## src/rtl/pe.sv

```systemverilog
`default_nettype none
// +----------------------------------------------------------------------------+
// | Module      : pe (with register-file helper pe_rf)                         |
// | Description : Processing element; loads filter/ifmap taps, runs a signed   |
// |               MAC over them, then adds the upstream partial sum.           |
// | Revision    : 1.0 - initial release                                        |
// +----------------------------------------------------------------------------+

module pe_rf #(
    parameter int BITWIDTH      = 16,
    parameter int RF_ADDR_WIDTH = 3
) (
    input  logic                       clk,
    input  logic                       rstb,
    input  logic                       wr_en,
    input  logic [RF_ADDR_WIDTH-1:0]   wr_addr,
    input  logic signed [BITWIDTH-1:0] wr_data,
    input  logic [RF_ADDR_WIDTH-1:0]   rd_addr,
    output logic signed [BITWIDTH-1:0] rd_data
);
    localparam int c_depth = 2 ** RF_ADDR_WIDTH;

    logic signed [BITWIDTH-1:0] memory [c_depth];

    always_ff @(posedge clk) begin
        if (rstb) begin
            for (int k = 0; k < c_depth; k++) begin
                memory[k] <= '0;
            end
        end else if (wr_en) begin
            memory[wr_addr] <= wr_data;
        end
    end

    assign rd_data = memory[rd_addr];
endmodule

module pe #(
    parameter int BITWIDTH         = 16,
    parameter int RF_ADDR_WIDTH    = 3,
    parameter int KERNEL_SIZE      = 3,
    parameter int WHEN_TO_ACC_PSUM = 5
) (
    input  logic                       clk,
    input  logic                       rstb,
    input  logic                       ifmap_enable,
    input  logic                       filter_enable,
    input  logic signed [BITWIDTH-1:0] ifmap,
    input  logic signed [BITWIDTH-1:0] filter,
    input  logic signed [BITWIDTH-1:0] input_psum,
    output logic                       ready,
    output logic signed [BITWIDTH-1:0] output_psum
);
    localparam int                     c_cnt_w     = RF_ADDR_WIDTH + 3;
    localparam logic [RF_ADDR_WIDTH:0] c_ptr_full  = (RF_ADDR_WIDTH + 1)'(KERNEL_SIZE);
    localparam logic [c_cnt_w-1:0]     c_mac_last  = c_cnt_w'(KERNEL_SIZE - 1);
    localparam logic [c_cnt_w-1:0]     c_hold_last = c_cnt_w'(WHEN_TO_ACC_PSUM - 1);
    localparam bit                     c_need_hold = (WHEN_TO_ACC_PSUM > KERNEL_SIZE);

    typedef enum logic [1:0] {
        LOAD = 2'd0,
        MAC  = 2'd1,
        HOLD = 2'd2,
        ACC  = 2'd3
    } pe_state_t;

    pe_state_t                  pe_state;
    logic [c_cnt_w-1:0]         count;
    logic [RF_ADDR_WIDTH:0]     r_filter_ptr;
    logic [RF_ADDR_WIDTH:0]     r_ifmap_ptr;
    logic signed [BITWIDTH-1:0] r_accumulator;

    logic                       w_filter_full;
    logic                       w_ifmap_full;
    logic                       w_filter_wr;
    logic                       w_ifmap_wr;
    logic                       w_psum_wr;
    logic [RF_ADDR_WIDTH-1:0]   w_select;
    logic signed [BITWIDTH-1:0] w_filter_rd;
    logic signed [BITWIDTH-1:0] w_ifmap_rd;
    logic signed [BITWIDTH-1:0] w_psum_rd;
    logic signed [BITWIDTH-1:0] w_product;
    logic signed [BITWIDTH-1:0] w_sum;

    assign w_filter_full = (r_filter_ptr == c_ptr_full);
    assign w_ifmap_full  = (r_ifmap_ptr == c_ptr_full);
    assign w_filter_wr   = (pe_state == LOAD) && filter_enable && !w_filter_full;
    assign w_ifmap_wr    = (pe_state == LOAD) && ifmap_enable && !w_ifmap_full;
    assign w_psum_wr     = (pe_state == MAC);
    assign w_select      = count[RF_ADDR_WIDTH-1:0];

    // Same-width multiply/add keeps exactly the low BITWIDTH bits (wrapping).
    assign w_product = w_filter_rd * w_ifmap_rd;
    assign w_sum     = r_accumulator + w_product;

    pe_rf #(.BITWIDTH(BITWIDTH), .RF_ADDR_WIDTH(RF_ADDR_WIDTH)) filter_fifo (
        .clk     (clk),
        .rstb    (rstb),
        .wr_en   (w_filter_wr),
        .wr_addr (r_filter_ptr[RF_ADDR_WIDTH-1:0]),
        .wr_data (filter),
        .rd_addr (w_select),
        .rd_data (w_filter_rd)
    );

    pe_rf #(.BITWIDTH(BITWIDTH), .RF_ADDR_WIDTH(RF_ADDR_WIDTH)) ifmap_fifo (
        .clk     (clk),
        .rstb    (rstb),
        .wr_en   (w_ifmap_wr),
        .wr_addr (r_ifmap_ptr[RF_ADDR_WIDTH-1:0]),
        .wr_data (ifmap),
        .rd_addr (w_select),
        .rd_data (w_ifmap_rd)
    );

    // Entry 0 mirrors the running sum, so it equals the accumulator once MAC ends.
    pe_rf #(.BITWIDTH(BITWIDTH), .RF_ADDR_WIDTH(RF_ADDR_WIDTH)) psum_fifo (
        .clk     (clk),
        .rstb    (rstb),
        .wr_en   (w_psum_wr),
        .wr_addr ('0),
        .wr_data (w_sum),
        .rd_addr ('0),
        .rd_data (w_psum_rd)
    );

    always_ff @(posedge clk) begin
        if (rstb) begin
            pe_state      <= LOAD;
            count         <= '0;
            r_filter_ptr  <= '0;
            r_ifmap_ptr   <= '0;
            r_accumulator <= '0;
            output_psum   <= '0;
            ready         <= 1'b0;
        end else begin
            ready <= 1'b0;
            case (pe_state)
                LOAD: begin
                    if (w_filter_wr) r_filter_ptr <= r_filter_ptr + 1'b1;
                    if (w_ifmap_wr)  r_ifmap_ptr  <= r_ifmap_ptr + 1'b1;
                    if (w_filter_full && w_ifmap_full) begin
                        pe_state <= MAC;
                        count    <= '0;
                    end
                end
                MAC: begin
                    r_accumulator <= w_sum;
                    count         <= count + 1'b1;
                    if (count == c_mac_last) begin
                        pe_state <= c_need_hold ? HOLD : ACC;
                    end
                end
                HOLD: begin
                    count <= count + 1'b1;
                    if (count == c_hold_last) begin
                        pe_state <= ACC;
                    end
                end
                ACC: begin
                    output_psum   <= w_psum_rd + input_psum;
                    ready         <= 1'b1;
                    pe_state      <= LOAD;
                    count         <= '0;
                    r_filter_ptr  <= '0;
                    r_ifmap_ptr   <= '0;
                    r_accumulator <= '0;
                end
                default: pe_state <= LOAD;
            endcase
        end
    end
endmodule
`default_nettype wire

```

## config.mk

```make
export PLATFORM = sky130hd
export DESIGN_NAME = pe
export DESIGN_NICKNAME = d
export VERILOG_FILES = /design/src/rtl/pe.sv
export SDC_FILE = /design/constraint.sdc
export NUM_CORES = 1
export LEC_CHECK = 0
export CORE_UTILIZATION = 24
export CTS_BUF_LIST = sky130_fd_sc_hd__clkbuf_4 sky130_fd_sc_hd__clkbuf_8
export CTS_CLUSTER_SIZE = 10
export DETAILED_ROUTE_END_ITERATION = 16
export HOLD_SLACK_MARGIN = 0.15
export PLACE_DENSITY_LB_ADDON = 0.3
export SETUP_SLACK_MARGIN = 0.5
export SYNTH_ARGS = -nofsm -noshare
export SYNTH_HDL_FRONTEND = slang
export SYNTH_SLANG_ARGS = --single-unit
```

## constraint.sdc

```tcl
create_clock -name clk -period 8.6 [get_ports clk]
set_input_delay 0.86 -clock clk [delete_from_list [all_inputs] [get_ports clk]]
set_output_delay 0.86 -clock clk [all_outputs]
set_load 0.02 [all_outputs]
```

==> results of run 1 <==
-- area by class of cell --
class	instances	share of cell area (%)
Inverter	205	3.38
Tap cell	1060	5.82
Timing Repair Buffer	120	4.76
Clock inverter	21	0.654
Clock buffer	82	4.24
Antenna cell	2	0.0220
Multi-Input combinational cell	1034	40.7
Sequential cell	324	40.5
-- power by group through the flow --
| stage | Sequential [mW] | Clock, mW | Combinational (mW) |
|---|---|---|---|
| 6_report | 2.02 | 1.42 | 5.55 |
| 5_1_grt | 2.04 | 1.53 | 6.31 |
| 4_1_cts | 2.02 | 1.46 | 5.62 |
| 3_5_place_dp | 2.05 | 0 | 5.58 |
| 3_3_place_gp | 2.05 | 0 | 5.50 |
| 2_1_floorplan | 1.97 | 0 | 4.36 |
-- cell usage in the layout (no fill, tap or decap), types with 39 or more instances in the layout --
cell type and n:
sky130_fd_sc_hd__mux4_2 64, sky130_fd_sc_hd__ha_1 91, sky130_fd_sc_hd__mux2i_1 42, sky130_fd_sc_hd__fa_1 94
sky130_fd_sc_hd__inv_1 202, sky130_fd_sc_hd__nor2_1 150, sky130_fd_sc_hd__and2_1 272, sky130_fd_sc_hd__clkdlybuf4s50_1 68
sky130_fd_sc_hd__buf_4 51, sky130_fd_sc_hd__edfxtp_1 272, sky130_fd_sc_hd__dfxtp_1 49, sky130_fd_sc_hd__clkbuf_8 56
sky130_fd_sc_hd__nand2_1 47, sky130_fd_sc_hd__xnor2_1 39
-- logic make-up after synthesis --
logic type | synth area share [%]
flip-flops | 47.2
buffers and inverters | 5.58
AO/OA/AOI/OAI | 2.97
adder cells (fa/ha/maj) | 15.5
XOR/XNOR | 2.84
AND/OR/NAND/NOR | 15.8
multiplexers | 10.2
-- per-layer routing --
| metal | vias up | track usage, % |
|---|---|---|
| met2 | 265 | 21.5 |
| met5 | - | 0 |
| met4 | 4 | 2.78 |
| li1 | 5702 | - |
| met1 | 6047 | 16.7 |
| met3 | 64 | 2.04 |
-- flip-flops by register name, summed over array words and instances (netlist names), 2 cells and up, named ones only --
signal              cells
count                   6
filter_fifo.memory    128
ifmap_fifo.memory     128
output_psum            16
pe_state                2
psum_fifo.memory       16
r_accumulator          16
r_filter_ptr            4
r_ifmap_ptr             4
-- final timing paths --
path,start,end,slack (ns),cells after the start
setup / recovery,flip-flop,r_accumulator[15],1.37,23
hold / removal,output_psum[10],output_psum[10],0.46,2
setup reg to reg,flip-flop,r_accumulator[15],1.37,23
hold reg to reg,output_psum[10],output_psum[10],0.46,2
-- worst max-delay path: stages, from the launching register on --
cell and delay (ns):
sky130_fd_sc_hd__dfxtp_4 0.65, sky130_fd_sc_hd__buf_4 0.35, sky130_fd_sc_hd__mux4_2 0.55, sky130_fd_sc_hd__mux2i_1 0.75, sky130_fd_sc_hd__nor2_1 0.17, sky130_fd_sc_hd__fa_1 0.57, sky130_fd_sc_hd__inv_1 0.05, sky130_fd_sc_hd__fa_1 0.48
sky130_fd_sc_hd__inv_1 0.05, sky130_fd_sc_hd__fa_1 0.49, sky130_fd_sc_hd__fa_1 0.44, sky130_fd_sc_hd__inv_1 0.09, sky130_fd_sc_hd__fa_1 0.43, sky130_fd_sc_hd__fa_1 0.39, sky130_fd_sc_hd__xor2_1 0.16, sky130_fd_sc_hd__xnor2_1 0.18
sky130_fd_sc_hd__xnor2_1 0.15, sky130_fd_sc_hd__xnor2_1 0.09, sky130_fd_sc_hd__xnor2_1 0.27, sky130_fd_sc_hd__xnor2_2 0.11, sky130_fd_sc_hd__xnor2_1 0.24, sky130_fd_sc_hd__xnor2_1 0.18, sky130_fd_sc_hd__mux2i_1 0.09, sky130_fd_sc_hd__and2_1 0.16
==> reports/metrics.csv, run 1 <==
stage,metric,value,unit
yosys,number_of_synthesized_flops_with_an_enable_pin,272,
timing,max_freq,138,MHz
timing,timing.hold.ws,0.458,ns
floorplan,start_util,24.2,%
global_route,wire_length_of_the_first_global_routing_pass,78.9,mm
setup_path,timing.setup.critical_path_class,flip-flop to flip-flop,
placed_design,placed_cells_incl_taps,2743,
placed_design,placed_area,21700,sq um
global_route,grt_overflow,0,
min_path,min-delay-path-class,flip-flop to flip-flop,
cts,cts_inserted_buffers,56,
global_route,grt_pass1_vias,12871,
cts,path_clk_slew,0.07,ns
power,p_total,8.99,mW
timing,finalSetupViolations,0,
cts,ctsRootBufferMaster,sky130_fd_sc_hd__clkbuf_8,
outcome,run_status,"finished, final reports clean",
yosys,postSynthRegisterBits,324,
yosys,post_synth.cell_area_avg,12.0,sq um
global_route,grt_antenna_before_repair,4,
cts,insertion_delay,0.69,ns
timing,finalWorstPathRequiredPeriod,7.23,ns
timing,max_slew_margin,22.5,%
power,swShare,43.3,%
yosys,async_set_or_reset_register_ratio_after_synthesis,0,%
layout,post_route_cells_drive_above_1_share,13.7,%
global_route,grt.total_usage,12.6,%
routing,route.detailed.drc,0,
timing,rsz0062_at_grt,false,
floorplan,floorplan.core_area,80500,sq um
cts,post-cts-setup-buffer-count,0,
yosys,gate_count_of_the_mapped_netlist,1626,
layout,stdcell_count,2848,
yosys,synth_area,19500,sq um
power,clock_power_share,15.8,%
placed_design,place.detailed.hpwl,35.4,mm
power,power_density,395,nW/um^2
power,power.ir.vdd_worst,0.596,mV
routing,remaining_antenna_violation_count,0,
layout,seq_area,9220,sq um
timing,tightest_slew,1.13,ns
routing,met1Wirelength,23.7,mm
layout,multi_input_area,9260,sq um
power,power.share.sequential,22.4,%
routing,met2RoutedLength,24.7,mm
timing,timing.final.ws_setup,1.37,ns
run,timing.max_cap.violations,0,
timing,final-max-slew-violation-count,0,
cts,tritoncts,done,
cts,cts_buffer_depth,3,
timing,fin_setup_tns,0,ns
yosys,synth.area.top_cells,"sky130_fd_sc_hd__edfxtp_1 (42%), sky130_fd_sc_hd__fa_1 (9.6%), sky130_fd_sc_hd__and2_1 (8.7%)",
cts,cts_sinks,324,
routing,routed.top_layer,met5,
power,p_switching,3.89,mW
timing,fin_crit_sh,84.0,%
layout,design.final.nets,1978,
setup_path,critPathLaunchType,flip-flop,
routing,wl_met3,2.24,mm
routing,detailroute.via_count,12082,
floorplan,io-pin-count,69,
yosys,ys_dominant_reg_cell,sky130_fd_sc_hd__edfxtp_1,
cts,cts_resized,0,
routing,routedWlPerCell,18.1,um
yosys,yosysTopAreaCellShare,41.8,%
floorplan,die_y,287,um
floorplan,fp-row-count,104,
cts,ctsHtreeMaxLevel,2,
floorplan,die-width,287,um
setup_path,cp_data_required_time,9.13,ns
placed_design,place_ws,1.33,ns
power,static-leakage-power,8.86,nW
power,power_report.internal_total,5.10,mW
yosys,synth_nets,1863,
timing,worst_clock_skew,0.0776,ns
placed_design,portBuffers,68,
yosys,synth.cells.most_frequent,"sky130_fd_sc_hd__and2_1 (272), sky130_fd_sc_hd__edfxtp_1 (272), sky130_fd_sc_hd__inv_1 (202), sky130_fd_sc_hd__nor2_1 (150), sky130_fd_sc_hd__fa_1 (94)",
setup_path,worst-endpoint-arrival,7.76,ns
floorplan,design.die.area,82500,sq um
routing,route.detailed.vias_per_inst,4.24,
routing,initialDrtViolationCount,809,
layout,final_design_area_no_fill,22800,sq um
yosys,netlist.top_cell.by_area,sky130_fd_sc_hd__edfxtp_1,
cts,holdBufCountCts,0,
routing,drt_pass1_iterations,6,
global_route,largest_net_degree_at_the_start_of_global_routing,33,
yosys,yosysWarnings,0,
layout,filler_cells_inserted,8283,
setup_path,cp-end-kind,flip-flop,
yosys,synth_sequential_area_ratio,47.2,%
layout,layout.core_utilization,28.3,%
layout,area.growth.synth_to_final,16.6,%
setup_path,highest_fanout_seen_on_the_critical_path,22,
placed_design,routability_congestion_estimate,0.822,
routing,post_detailed_routing_wire_length,51.5,mm
power,power.share.combinational,61.8,%
timing,final_hold_viol_count,0,
yosys,ys_types,58,
Power figures use the tool's default switching activity.
==> run 2, diff against run 1 <==
clock period = 6.8 ns   (was 8.6 ns; I/O delays follow)
==> reports/metrics.csv, run 2 (synthesized netlist as in run 1, its figures left out) <==
stage,metric,value,unit,change
setup_path,critPathLaunchType,flip-flop,,
setup_path,rr_endpoint,r_accumulator[14],,
cts,ctsRootBufferMaster,sky130_fd_sc_hd__clkbuf_8,,
power,power.ir.vdd_worst,0.843,mV,+42%
routing,post_detailed_routing_wire_length,52.3,mm,+1.6%
timing,finalSetupViolations,0,,unchanged
layout,layout.core_utilization,29.7,%,+1.5 points
cts,cts_inserted_buffers,55,,-1.8%
global_route,largest_net_degree_at_the_start_of_global_routing,38,,+15%
floorplan,fp-row-count,104,,unchanged
global_route,grt_antenna_before_repair,0,,-4
timing,max_slew_margin,20.9,%,-1.6 points
timing,fin_setup_tns,0,ns,unchanged
layout,antenna_cells_inserted,0,,-2
timing,timing.hold.ws,0.451,ns,-0.00734 ns
placed_design,place.detailed.hpwl,35.0,mm,-1.2%
setup_path,critPathMostFrequentCell,sky130_fd_sc_hd__fa_1,,
setup_path,crit_path_max_incr_delay,0.55,ns,-0.20 ns
timing,rsz0062_at_grt,true,,
floorplan,die_y,287,um,unchanged
timing,tightest_slew,1.19,ns,+0.0558 ns
timing,final_hold_viol_count,0,,unchanged
layout,post_route_cells_drive_above_1_share,19.0,%,+5.3 points
global_route,grt_pass1_vias,13014,,+1.1%
layout,mostFrequentLayoutCells,"sky130_fd_sc_hd__and2_1 (272), sky130_fd_sc_hd__edfxtp_1 (272), sky130_fd_sc_hd__inv_1 (200), sky130_fd_sc_hd__nor2_1 (149), sky130_fd_sc_hd__buf_4 (86)",,
floorplan,start_util,24.2,%,unchanged
global_route,grt_overflow,0,,unchanged
routing,route.detailed.drc,0,,unchanged
floorplan,die-width,287,um,unchanged
floorplan,design.die.area,82500,sq um,unchanged
outcome,run_status,"finished, final reports clean",,
routing,route.detailed.vias_per_inst,4.27,,+0.72%
cts,ctsHtreeMaxLevel,2,,unchanged
timing,worst_clock_skew,0.0405,ns,-0.0371 ns
cts,cts_sinks,324,,unchanged
timing,final-max-slew-violation-count,0,,unchanged
timing,fin_crit_sh,93.3,%,+9.2 points
setup_path,cp-end-kind,flip-flop,,
timing,max_freq,158,MHz,+14%
setup_path,timing.setup.critical_path_class,flip-flop to flip-flop,,
timing,finalWorstPathRequiredPeriod,6.34,ns,-0.884 ns
min_path,min_delay_worst_endpoint,output_psum[9],,
placed_design,portBuffers,68,,unchanged
power,power_density,555,nW/um^2,+40%
power,static-leakage-power,9.35,nW,+5.5%
min_path,min-delay-path-class,flip-flop to flip-flop,,
run,timing.max_cap.violations,0,,unchanged
cts,cts_buffer_depth,3,,unchanged
min_path,timing.hold.worst_path_depth,2,,unchanged
layout,area.growth.synth_to_final,22.7,%,
setup_path,worst-endpoint-arrival,6.92,ns,-0.84 ns
setup_path,rr_worst_depth,25,,+8.7%
layout,filler_cells_inserted,8148,,-1.6%
setup_path,ff2ff_setup_slack,0.46,ns,-0.92 ns
setup_path,highest_fanout_seen_on_the_critical_path,6,,-73%
setup_path,cp_data_required_time,7.38,ns,-1.75 ns
routing,routedWlPerCell,18.0,um,-0.65%
placed_design,routability_congestion_estimate,0.793,,-3.6%
floorplan,floorplan.core_area,80500,sq um,unchanged
cts,holdBufCountCts,0,,unchanged
cts,insertion_delay,0.68,ns,about the same
routing,remaining_antenna_violation_count,0,,unchanged
cts,path_clk_slew,0.06,ns,about the same
placed_design,placed_cells_incl_taps,2747,,+0.15%
layout,reg_top3,"filter_fifo.memory x128, ifmap_fifo.memory x128",,
routing,initialDrtViolationCount,731,,-9.6%
cts,tritoncts,done,,
setup_path,worst_path_max_delay_cell,sky130_fd_sc_hd__fa_1,,
power,p_total,13.3,mW,+48%
routing,drt_pass1_iterations,5,,-1
min_path,hold_start,output_psum[9],,
layout,design.final.nets,2043,,+3.3%
routing,detailroute.via_count,12443,,+3.0%
layout,stdcell_count,2912,,+2.2%
floorplan,io-pin-count,69,,unchanged
global_route,wire_length_of_the_first_global_routing_pass,79.6,mm,+0.99%
global_route,grt.total_usage,12.8,%,+0.21 points
## run 2: changes by cell type in the layout (fill, tap and decap cells not counted), sizes merged
cell	delta
clkinv	-1
clkbuf	-1
bufinv	+1
clkinvlp	+1
bufbuf	+1
diode	-2
buf	+65
## run 2: what timing repair did
action                     CTS  global route
cloned                       6             0
setup endpoints to repair    6             9
setup buffers               37            19
gates resized for setup     48            22
pin swaps                   21            14
## run 2: cell type report
class | instances | area (sq um) | share of cell area (%)
flip-flops and latches | 324 | 9220 | 38.5
inverters | 205 | 769 | 3.21
well taps | 1060 | 1330 | 5.54
clock buffers | 81 | 977 | 4.08
clock inverters | 22 | 195 | 0.815
multi-input cells | 1034 | 9520 | 39.8
repair buffers | 186 | 1940 | 8.12
## run 2: how the worst max path moves through the flow
| stage | startpoint | to | cells past startpoint |
|---|---|---|---|
| floorplan | flip-flop | r_accumulator[15] | 22 |
| global placement | flip-flop | r_accumulator[15] | 22 |
| detailed placement | flip-flop | r_accumulator[15] | 22 |
| CTS | flip-flop | r_accumulator[15] | 25 |
| global route | flip-flop | r_accumulator[15] | 22 |
| finish | flip-flop | r_accumulator[14] | 25 |
## run 2: metrics by stage
stage / setup WS (ns) / instance area [sq um]
2_1_floorplan: 0.531 / 19500
3_3_place_gp: 0.354 / 21800
3_5_place_dp: 0.226 / 21800
4_1_cts: 0.500 / 23700
5_1_grt: 0.237 / 24000
6_report: 0.458 / 24000
## run 2: report_power, final
group,total [mW],leakage (nW),switching (mW),internal [mW]
clock network,1.87,0.614,0.859,1.01
logic,8.89,5.50,4.59,4.30
registers,2.52,3.24,0.114,2.40
total,13.3,9.35,5.57,7.72
## run 2: per-layer routing
layer	vias up	GRT usage [%]	part of all wire [%]
met1	6249	16.8	45
met3	75	2.16	4.4
li1	5847	-	-
met4	0	3.72	2.4
met2	272	21.6	48
met5	-	0	0
## run 2: worst max-delay path, delay by kind of cell (launching register included)
kind / cells / cell delay [ns]
adders and majority gates: 7 / 3.17
muxes: 2 / 0.74
buffers and inverters: 10 / 0.97
and+or+nand+nor: 4 / 0.73
DFF: 1 / 0.39
AOI/OAI and AO/OA: 2 / 0.29
